`config.mk`:
```
export PLATFORM = sky130hd
export DESIGN_NAME = tt_um_conn_check
export DESIGN_NICKNAME = d
export VERILOG_FILES = /design/src/rtl/tt_um_conn_check.sv
export SDC_FILE = /design/constraint.sdc
export NUM_CORES = 1
export LEC_CHECK = 0
export BUFFER_PORTS_ARGS = -buffer_cell sky130_fd_sc_hd__buf_2
export CAP_MARGIN = 40
export CORE_MARGIN = 5
export CORE_UTILIZATION = 55
export CTS_BUF_LIST = sky130_fd_sc_hd__clkbuf_8
export DETAILED_ROUTE_END_ITERATION = 10
export PLACE_DENSITY = 0.8
export SLEW_MARGIN = 20
export SYNTH_ARGS = -nofsm -noshare
export SYNTH_HDL_FRONTEND = slang
export SYNTH_SLANG_ARGS = --single-unit
export TNS_END_PERCENT = 100
```
`constraint.sdc`:
```
create_clock -name clk -period 5.2 [get_ports clk]
set_input_delay 1.56 -clock clk [delete_from_list [all_inputs] [get_ports clk]]
set_output_delay 1.56 -clock clk [all_outputs]
set_load 0.02 [all_outputs]
```
`src/rtl/tt_um_conn_check.sv`:
```
// Connectivity self-test user slot: delayed/inverted loopback, LFSR pattern
// generator, MISR input signature, and an enable-cycle counter on the uio pins.
// With ena low every register holds and every output reads zero.
module tt_um_conn_check #(
  parameter int          PIPE_DEPTH = 2,
  parameter logic [7:0]  LFSR_SEED  = 8'h01,
  parameter int          CNT_W      = 16
) (
  input  logic       clk,
  input  logic       rst_n,
  input  logic       ena,
  input  logic [7:0] ui_in,
  output logic [7:0] uo_out,
  input  logic [7:0] uio_in,
  output logic [7:0] uio_out,
  output logic [7:0] uio_oe
);

  // An all-zero seed would park the LFSR, so it is promoted to 8'h01.
  localparam logic [7:0] SEED = (LFSR_SEED == 8'h00) ? 8'h01 : LFSR_SEED;

  logic [1:0]       mode;
  logic             clr;
  logic [7:0]       pipe [PIPE_DEPTH];
  logic [7:0]       lfsr;
  logic [7:0]       sig;
  logic [CNT_W-1:0] cnt;
  logic             sat;
  logic [7:0]       lfsr_next;
  logic [7:0]       sig_next;
  logic [CNT_W-1:0] cnt_plus;
  logic             unused_ok;

  assign mode      = uio_in[1:0];
  assign clr       = uio_in[2];
  assign unused_ok = ^uio_in[7:3];

  assign lfsr_next = {lfsr[6:0], lfsr[7] ^ lfsr[5] ^ lfsr[4] ^ lfsr[3]};
  assign sig_next  = {sig[6:0], sig[7] ^ sig[5] ^ sig[4] ^ sig[3]} ^ ui_in;
  assign cnt_plus  = cnt + CNT_W'(1);

  // Loopback delay line; shifts on every enabled edge regardless of mode and
  // is deliberately untouched by the synchronous clear.
  always_ff @(posedge clk or negedge rst_n) begin
    if (!rst_n) begin
      for (int i = 0; i < PIPE_DEPTH; i++) pipe[i] <= 8'h00;
    end else if (ena) begin
      pipe[0] <= ui_in;
      for (int i = 1; i < PIPE_DEPTH; i++) pipe[i] <= pipe[i-1];
    end
  end

  // LFSR, MISR and saturating counter; clear beats any mode-driven update.
  always_ff @(posedge clk or negedge rst_n) begin
    if (!rst_n) begin
      lfsr <= SEED;
      sig  <= 8'h00;
      cnt  <= '0;
      sat  <= 1'b0;
    end else if (ena) begin
      if (clr) begin
        lfsr <= SEED;
        sig  <= 8'h00;
        cnt  <= '0;
        sat  <= 1'b0;
      end else begin
        if (mode == 2'd2) lfsr <= (lfsr == 8'h00) ? 8'h01 : lfsr_next;
        if (mode == 2'd3) sig  <= sig_next;
        if (!(&cnt)) cnt <= cnt_plus;
        // sat rises on the edge that lands on all-ones and then sticks.
        if ((&cnt) || (&cnt_plus)) sat <= 1'b1;
      end
    end
  end

  // Output mux, forced to zero whenever the slot is disabled.
  always_comb begin
    uo_out  = 8'h00;
    uio_out = 8'h00;
    uio_oe  = 8'h00;
    if (ena) begin
      unique case (mode)
        2'd0: uo_out = pipe[PIPE_DEPTH-1];
        2'd1: uo_out = ~pipe[PIPE_DEPTH-1];
        2'd2: uo_out = lfsr;
        2'd3: uo_out = sig;
      endcase
      uio_out = {sat, cnt[CNT_W-1 -: 4], 3'b000};
      uio_oe  = 8'hF8;
    end
  end

endmodule

```
==> results.md <==
* Status: completed
* Overall die height at ~83 µm
* Hold Path Class: register to register
* Largest net degree at the start of global routing at 33
* Register area share after synthesis at roughly two fifths
* RSZ-0062 raised after global routing: false
* Gr ovfl total at 0
* Crit path launch: uio_in[1]
* Fmax at roughly 240 MHz
* Ys flop type: dfrtp_1
* Post-DP HPWL at about 4.3 mm
* Clock Latency Late Sink at 300 ps
* Die area at a little under 7000 µm²
* WL met1 at ~3 mm
* Max layer used: met4
* TritonCTS Buffers at 5
* Ant diodes at 0
* WL met3 at approximately 300 µm
* DR vias/cell at around 5.7
* I/O Pins at 43
* Buffers on Ports at 31
* Met2 WL at ~2.8 mm
* Crit end category: primary output
* Slew Viols, Final at 0
* Total Routed Length at slightly above 6 mm
* Rel. slew slack at between 50% and 60%
* Total track usage at 18.2%
* Final worst-path cycle share at 79.7%
* H-tree depth at 2
* VDD IR max at about 190 µV
* DR DRC count at 0
* DR iter-0 viols at between 100 and 150
* CTS Hold Bufs at 0
* Commonest cells after routing, fill and taps aside: 48 x dfrtp_1, 33 x nand2_1, 31 x buf_2
* Yosys cell types at 50
* Hold path startpoint: lfsr[0]
* Global-route wire length before repair at 10.7 mm
* Synth async-reset ratio at 100%
* Layout Skew at 15.0 ps
* CTS Sinks at 49
* Share of the synthesized area in the top cell type at approximately 41%
* Fill count at 455
* Crit start category: input pin
* Site row count at 26
* Reg2reg setup slack at about 2900 ps
* Vias in the first global route at between 2,000 and 2,500
* Number of max-cap violations at 0
* Synth Warn # at 0
* Leakage at about 1.4 nW
* Reg2reg start: cnt[0]
* Longest Clk Path Bufs at 2
* Reg clk slew, reported paths at approximately 100 ps
* Largest cells by area after synthesis: dfrtp_1 41%, mux2_2 6.1%, a21oi_1 4.4%
* Cell count after synthesis at 316
* Post-Syn Area at between 2000 and 3000 µm²
* Routed Antenna Nets at 0
* Final setup viols at 0
* Critical path arrival at about 2600 ps
* Initial antenna violation count at 0
* Post-cts sizing count at 0
* CTS tree: yes
* Max Fanout on Critical Path at 27
* Fin crit period at a little over 4000 ps
* Syn Area/Cell at 9.35 µm²
* Core Util, Final at between 60% and 70%
* Die width at roughly 83 µm
* WS Path Type: input pin to primary output
* Post-synth EDFFs at 0
* Flops & latches, synth at 49
* Nets@finish at around 350
* Hold_ws at a little under 500 ps
* Power Density at ~250 nW/µm²
* Final Hold Viols at 0
* Initial Util at a little under three fifths
* Power Total at ~790 µW
* Setup_tns at 0 ps
* Commonest non-fill, non-tap cell in the layout: dfrtp_1
* Worst-Margin Slew at ~680 ps
* Area of the core at 5170 µm²
* Area growth from synthesis to layout at 6.23%
* # Post-CTS Setup Buffers at 0
* CTS root buffer: clkbuf_8
* Via count at around 2,300
* Gpl congestion at ~0.85
* Synth area leader: dfrtp_1
* Layout cell share with drive strength beyond 1 at between 10% and 20%
* Critical Path RT at between 3000 and 4000 ps
* Drt wl/cell at between 15 and 20 µm
* Drt pass-1 iters at 4
-- synthesized netlist by cell type, drive strengths merged (3+ instances only) --
cell type	count
and3	4
nand3	11
mux2	16
and2	7
and4	3
o21ai	16
a21oi	26
or3	3
buf	19
nand2	33
clkbuf	11
nor2	16
o22ai	3
nand2b	17
a22oi	3
a22o	4
a31oi	11
dfrtp	48
nand4	6
o2bb2ai	3
inv	8
nor4	3
xnor2	14
mux2i	8
-- through the flow --
stage                     cells  setup WS [ps]  instance area (µm²)
after global routing        404            952                 3140
after detailed placement    396           1080                 3050
after CTS                   404           1070                 3140
after floorplan             321            916                 2970
after global placement      395           1090                 3030
final                       404           1060                 3140
-- logic make-up (layout without fill, tap and decap cells) --
family	count (synthesis)	after routing	share of synthesized area, %
simple gates	110	110	19.6
compound gates	77	77	16.6
flops	49	49	41.6
buf+inv	38	51	8.05
mux	24	24	8.81
xor+xnor	15	15	4.45
fa+ha+maj	2	2	0.847
other cells	1	6	0.127
-- worst max-delay path, stage by stage --
cell,delay (ps)
buf_2,350
nand2b_1,180
a21oi_1,60
a31oi_1,190
nor2_1,60
buf_2,180
-- sequential cells by signal, indices dropped and copies added (netlist names) --
| register | flops |
|---|---|
| lfsr | 8 |
| cnt | 16 |
| sat | 1 |
| sig | 8 |
| pipe | 16 |
-- final timing paths --
| check | cells after the start | to |
|---|---|---|
| max | 6 | uo_out[4] |
| min | 2 | lfsr[0] |
| max reg2reg | 6 | sat |
| min reg2reg | 2 | lfsr[0] |
| max in group asynchronous | 2 | pipe[4] |
| min in group asynchronous | 1 | cnt[9] |
-- layout make-up --
class                      instances  area, µm²  area share [%]
clock buffer                       5       68.8            2.19
clock inverter                     3       18.8           0.598
inverter                           8       30.0           0.957
multi-input combinational        234       1510            48.0
sequential                        49       1230            39.1
tap                               70       87.6            2.79
timing repair buffer              35        198            6.30
-- per-layer routing --
metal | track usage, % | vias to the layer above
met1 | 25.6 | 1120
met2 | 28.4 | 54
li1 | - | 1143
met4 | 5.35 | 0
met5 | 0 | -
met3 | 3.47 | 2
-- where the power goes --
part / internal, mW / switching (mW)
Combinational: 0.0575 / 0.0761
Sequential: 0.407 / 0.0249
Clock: 0.0931 / 0.131
Power figures use the tool's default switching activity.
